### src/rtl/ram_32to256_wr_ctrl.sv
`default_nettype none
// ============================================================================
// Module   : ram_32to256_wr_ctrl
// Purpose  : Write-side controller for a 32-in / 256-out line buffer RAM.
//            Packs an unstallable 32-bit word stream into a ring of burst
//            slots. Once a slot has been written to the RAM, it is handed to
//            the 256-bit read engine. The slot is freed on burst_done.
// Ports    : wr_clk, wr_rst       clock, synchronous active-high reset
//            frame_start          drops the partial slot, clears overflow
//            din, din_vld         input word stream (cannot be stalled)
//            wr_data/addr/en      RAM write port (registered, latency 1)
//            burst_req            at least one complete slot is pending
//            burst_rd_addr        read start address of the oldest slot
//            burst_done           oldest pending slot has been read
//            pending_cnt          number of complete, unconsumed slots
//            overflow             sticky: a word was dropped while full
// Revision : 1.0 - initial release
// ============================================================================
module ram_32to256_wr_ctrl #(
  parameter int WR_ADDR_WIDTH = 11,
  parameter int WR_DATA_WIDTH = 32,
  parameter int RD_ADDR_WIDTH = 8,
  parameter int BURST_BEATS   = 64
) (
  input  logic                                                   wr_clk,
  input  logic                                                   wr_rst,
  input  logic                                                   frame_start,
  input  logic [WR_DATA_WIDTH-1:0]                               din,
  input  logic                                                   din_vld,
  output logic [WR_DATA_WIDTH-1:0]                               wr_data,
  output logic [WR_ADDR_WIDTH-1:0]                               wr_addr,
  output logic                                                   wr_en,
  output logic                                                   burst_req,
  output logic [RD_ADDR_WIDTH-1:0]                               burst_rd_addr,
  input  logic                                                   burst_done,
  output logic [$clog2((2**RD_ADDR_WIDTH)/BURST_BEATS):0]        pending_cnt,
  output logic                                                   overflow
);

  localparam int c_WORDS_PER_BEAT = 8;
  localparam int c_SLOT_WORDS     = BURST_BEATS * c_WORDS_PER_BEAT;
  localparam int c_NUM_SLOTS      = (2**RD_ADDR_WIDTH) / BURST_BEATS;
  localparam int c_CNT_W          = $clog2(c_NUM_SLOTS) + 1;
  localparam int c_PTR_W          = $clog2(c_SLOT_WORDS);
  localparam int c_SLOT_W         = (c_NUM_SLOTS > 1) ? $clog2(c_NUM_SLOTS) : 1;
  localparam int c_BEAT_SHIFT     = $clog2(BURST_BEATS);

  localparam logic [c_PTR_W-1:0]  c_LAST_PTR  = c_PTR_W'(c_SLOT_WORDS - 1);
  localparam logic [c_SLOT_W-1:0] c_LAST_SLOT = c_SLOT_W'(c_NUM_SLOTS - 1);
  localparam logic [c_CNT_W-1:0]  c_FULL_CNT  = c_CNT_W'(c_NUM_SLOTS);

  typedef enum logic [0:0] {
    S_FILL = 1'b0,
    S_FULL = 1'b1
  } state_t;

  state_t                   r_state;
  state_t                   w_state_nxt;
  logic                     w_accept;
  logic                     w_drop;

  logic [c_PTR_W-1:0]       r_word_ptr;
  logic [c_SLOT_W-1:0]      r_wr_slot;
  logic [c_SLOT_W-1:0]      r_rd_slot;
  logic                     r_slot_done;
  logic [c_CNT_W-1:0]       r_pending;
  logic                     r_burst_req;
  logic                     r_overflow;
  logic                     r_wr_en;
  logic [WR_ADDR_WIDTH-1:0] r_wr_addr;
  logic [WR_DATA_WIDTH-1:0] r_wr_data;

  logic [c_PTR_W-1:0]       w_eff_ptr;
  logic                     w_last_word;
  logic                     w_done_ok;
  logic [c_CNT_W-1:0]       w_pending_nxt;
  logic [c_SLOT_W-1:0]      w_wr_slot_inc;
  logic [c_SLOT_W-1:0]      w_rd_slot_inc;
  logic [WR_ADDR_WIDTH-1:0] w_addr_nxt;

  // frame_start restarts the slot at offset 0, including for a word
  // arriving in the same cycle.
  assign w_eff_ptr     = frame_start ? '0 : r_word_ptr;
  assign w_last_word   = (w_eff_ptr == c_LAST_PTR);
  assign w_done_ok     = burst_done && (r_pending != '0);
  assign w_wr_slot_inc = (r_wr_slot == c_LAST_SLOT) ? '0 : r_wr_slot + 1'b1;
  assign w_rd_slot_inc = (r_rd_slot == c_LAST_SLOT) ? '0 : r_rd_slot + 1'b1;
  assign w_addr_nxt    = (WR_ADDR_WIDTH'(r_wr_slot) << c_PTR_W) | WR_ADDR_WIDTH'(w_eff_ptr);

  // The completion increment comes from r_slot_done. It lands one cycle after
  // the last RAM write, so the reader never sees a slot before its data.
  always_comb begin
    w_pending_nxt = r_pending;
    if (r_slot_done && !w_done_ok) begin
      w_pending_nxt = r_pending + 1'b1;
    end else if (!r_slot_done && w_done_ok) begin
      w_pending_nxt = r_pending - 1'b1;
    end
  end

  always_ff @(posedge wr_clk) begin
    if (wr_rst) begin
      r_state <= S_FILL;
    end else begin
      r_state <= w_state_nxt;
    end
  end

  always_comb begin
    w_accept    = 1'b0;
    w_drop      = 1'b0;
    w_state_nxt = (w_pending_nxt == c_FULL_CNT) ? S_FULL : S_FILL;
    case (r_state)
      S_FILL:  w_accept = din_vld;
      S_FULL:  w_drop   = din_vld;
      default: w_accept = 1'b0;
    endcase
  end

  always_ff @(posedge wr_clk) begin
    if (wr_rst) begin
      r_word_ptr  <= '0;
      r_wr_slot   <= '0;
      r_rd_slot   <= '0;
      r_slot_done <= 1'b0;
      r_pending   <= '0;
      r_burst_req <= 1'b0;
      r_overflow  <= 1'b0;
      r_wr_en     <= 1'b0;
      r_wr_addr   <= '0;
      r_wr_data   <= '0;
    end else begin
      r_wr_en     <= w_accept;
      r_slot_done <= w_accept && w_last_word;
      if (w_accept) begin
        r_wr_addr <= w_addr_nxt;
        r_wr_data <= din;
        if (w_last_word) begin
          r_word_ptr <= '0;
          r_wr_slot  <= w_wr_slot_inc;
        end else begin
          r_word_ptr <= w_eff_ptr + 1'b1;
        end
      end else if (frame_start) begin
        r_word_ptr <= '0;
      end
      if (w_done_ok) begin
        r_rd_slot <= w_rd_slot_inc;
      end
      r_pending   <= w_pending_nxt;
      r_burst_req <= (w_pending_nxt != '0);
      // A drop in the same cycle as frame_start still sets overflow.
      if (w_drop) begin
        r_overflow <= 1'b1;
      end else if (frame_start) begin
        r_overflow <= 1'b0;
      end
    end
  end

  assign wr_data       = r_wr_data;
  assign wr_addr       = r_wr_addr;
  assign wr_en         = r_wr_en;
  assign burst_req     = r_burst_req;
  assign burst_rd_addr = RD_ADDR_WIDTH'(r_rd_slot) << c_BEAT_SHIFT;
  assign pending_cnt   = r_pending;
  assign overflow      = r_overflow;

endmodule
`default_nettype wire

### config.mk
export PLATFORM = sky130hd
export DESIGN_NAME = ram_32to256_wr_ctrl
export DESIGN_NICKNAME = d
export VERILOG_FILES = /design/src/rtl/ram_32to256_wr_ctrl.sv
export SDC_FILE = /design/constraint.sdc
export NUM_CORES = 1
export LEC_CHECK = 0
export ABC_AREA = 1
export CAP_MARGIN = 10
export CORE_MARGIN = 2
export CORE_UTILIZATION = 44
export CTS_CLUSTER_SIZE = 40
export DETAILED_ROUTE_END_ITERATION = 6
export GPL_TIMING_DRIVEN = 0
export PLACE_DENSITY = 0.84
export SLEW_MARGIN = 20
export SYNTH_ARGS = -nofsm -noshare
export SYNTH_HDL_FRONTEND = slang
export SYNTH_SLANG_ARGS = --single-unit
### constraint.sdc
create_clock -name wr_clk -period 2.2 [get_ports wr_clk]
set_input_delay 0.44 -clock wr_clk [delete_from_list [all_inputs] [get_ports wr_clk]]
set_output_delay 0.44 -clock wr_clk [all_outputs]
set_load 0.05 [all_outputs]
==> run summary <==
Setup CP Type: reg -> out
YS warnings: 0
Rel. slew slack: 64.6%
Wire per inst: 12.2 um
Worst-margin pin slew: 0.529 ns
Pre-CTS setup slack: -0.284 ns
Fin crit period: 2.01 ns
Static Leak: 1.64 nW
DR iter-0 viols: 88
Crit start category: register
Initial Util: 45.9%
CTS tree: built
Netlist cell types: 27
Sink Count: 64
Crit path capture type: primary output
Total wire length: 6.34 mm
Max Fclk: 498 MHz
Drt drc: 0
Synthesized area per cell: 7.57 sq um
Worst skew pair latency: 0.33 ns
Largest net degree at the start of global routing: 11
Crit path buf inv count: 1
Root Driver: clkbuf_8
Die area: 6400 sq um
Die X: 80.0 um
IO buf count: 86
Final Skew: 0.00680 ns
Core Rows: 27
CP Data Arrival Time: 1.57 ns
Area Overhead vs Synth: 47.5%
Register area share after synthesis: 50.4%
RD Place Congestion: 0.917
First-pass GRT wire length: 10.0 mm
PwrDens: 1070 nW/um^2
Htree depth: 3
Cell area after synthesis: 2540 sq um
Type of the worst min-delay path: in -> reg
Max-cap violations: 0
Router iterations before antenna repair: 4
Slowest stage delay, CP: 0.84 ns
Nets: 485
Die Span Y: 80.0 um
Clock Pin Slew Worst Setup and Hold Paths: 0.07 ns
Number of global-route vias before repair: 2203
Max Slew Vio Count: 0
Layout cell share with drive strength beyond 1: 9.64%
Placed Area: 3510 sq um
Total GRT Usage: 20.6%
Top Ports: 94
Detailed placer's ending HPWL: 4.55 mm
Slowest cell on crit path: clkdlybuf4s50_1
PnR worst setup slack: 0.191 ns
Core area: 5540 sq um
Clock Path Buffers: 2
Mapped Cells: 336
Cell breakdown of the critical path: clkdlybuf4s50_1
RSZ-0062 raised after global routing: false
Initial antenna violation count: 0
DR vias/cell: 4.76
Req. time, crit path: 1.76 ns
Layout Cells excl Fill: 518
Filler Cell Count: 470
CTS Buf Count: 9
Peak supply drop: 639 uV
Setup violators final: 0
#FFs+latches synth: 64
N_diodes: 0
Crit-path leading delay family: buffers and inverters
Global route overflow: 0
Final worst path period share: 91.3%
Inst Count DP: 499
Status: finished, final reports clean
Final hold violation count: 0
Total number of vias: 2466
Worst-path fanout max: 4
Antenna-violating nets left: 0
Final Instance Area: 3750 sq um
## layer usage
metal	GRT usage, %	share of wire (%)	up-vias
li1	-	-	1263
met5	0	0	-
met1	25.1	43	1088
met3	5.88	8.9	13
met2	33.1	46	102
met4	10.3	2.1	0
## power by group
| part | switching, mW | total [mW] | internal, mW |
|---|---|---|---|
| combinational | 0.975 | 1.48 | 0.505 |
| sequential | 0.0988 | 1.42 | 1.32 |
| clock | 0.428 | 1.10 | 0.669 |
| total | 1.50 | 4.00 | 2.50 |
## worst paths after layout
check	startpoint	to	slack (ns)	cells after the start
max	pending_cnt[0]	pending_cnt[0]	0.19	1
min	wr_rst	pending_cnt[0]	0.41	2
max reg2reg	pending_cnt[0]	r_state	0.44	9
min reg2reg	overflow	overflow	0.47	2
## placed cells by master (no fill, tap or decap), drive strengths merged
master	Yosys	routed
inv	26	26
clkdlybuf4s50	0	85
clkinv	0	1
nand4	3	3
nor3	1	1
xor2	1	1
o21ai	44	44
o211a	1	1
a22o	1	1
dfxtp	64	64
dlymetal6s2s	0	1
ha	7	7
or2	1	1
bufinv	0	2
clkbuf	4	17
o31ai	1	1
a21oi	12	12
a211oi	1	1
nand2	41	41
o21a	1	1
conb	1	6
buf	17	20
nand3	8	8
nor2	101	101
## registers in the layout, indices dropped and copies added (netlist names)
| name | count |
|---|---|
| burst_req | 1 |
| wr_en | 1 |
| overflow | 1 |
| r_word_ptr | 9 |
| r_slot_done | 1 |
| r_rd_slot | 2 |
| r_state | 1 |
| wr_data | 32 |
| pending_cnt | 3 |
| wr_addr | 11 |
| r_wr_slot | 2 |
## metrics by stage
stage | power [mW] | utilization (%) | hold slack, ns | setup TNS [ns]
3_3_place_gp | 2.88 | 63.4 | 0.461 | -1.26
4_1_cts | 4.02 | 67.3 | 0.394 | 0
5_1_grt | 4.23 | 67.7 | 0.404 | 0
3_5_place_dp | 2.92 | 63.4 | 0.460 | -1.55
6_report | 4.00 | 67.7 | 0.410 | 0
2_1_floorplan | 2.44 | - | 0.464 | 0
## logic make-up after synthesis
logic type | Yosys count | synth area share (%)
simple gates | 155 | 24.5
fa+ha+maj | 7 | 3.44
compound gates | 61 | 12.6
xor+xnor | 1 | 0.345
other cells | 1 | 0.147
flops | 64 | 50.4
buf+inv | 47 | 8.51
## synth_stat cells (all sizes together)
| cell | count | share of area [%] |
|---|---|---|
| nand3 | 8 | 1.6 |
| o21a | 1 | 0.30 |
| clkbuf | 4 | 0.69 |
| dfxtp | 64 | 50 |
| nor3 | 1 | 0.39 |
| a211oi | 1 | 0.30 |
| xor2 | 1 | 0.34 |
| buf | 17 | 4.0 |
| ha | 7 | 3.4 |
| or2 | 1 | 0.25 |
| o31ai | 1 | 0.30 |
| o21ai | 44 | 8.7 |
| nor2 | 101 | 15 |
| conb | 1 | 0.15 |
| o211a | 1 | 0.39 |
| inv | 26 | 3.8 |
| a22o | 1 | 0.34 |
| a21oi | 12 | 2.4 |
| nand4 | 3 | 0.74 |
| nand2 | 41 | 6.2 |
## area by class of cell
| cell class | count | area, sq um | share of cell area [%] |
|---|---|---|---|
| buffer | 21 | 119 | 3.17 |
| clock buffer | 13 | 149 | 3.97 |
| clock inverter | 3 | 65.1 | 1.73 |
| inverter | 26 | 97.6 | 2.60 |
| multi-input combinational | 230 | 1060 | 28.4 |
| sequential | 64 | 1280 | 34.2 |
| tap | 72 | 90.1 | 2.40 |
| timing repair buffer | 89 | 886 | 23.6 |
## repair_timing
action                                 in CTS  in global routing
setup endpoints to repair                   0                  8
resized for setup                           0                  1
hold buffers                                0                  0
endpoints found under the hold margin       0                  0
setup buffers                               0                  3
Note: power is estimated with default switching activity, not from simulation.
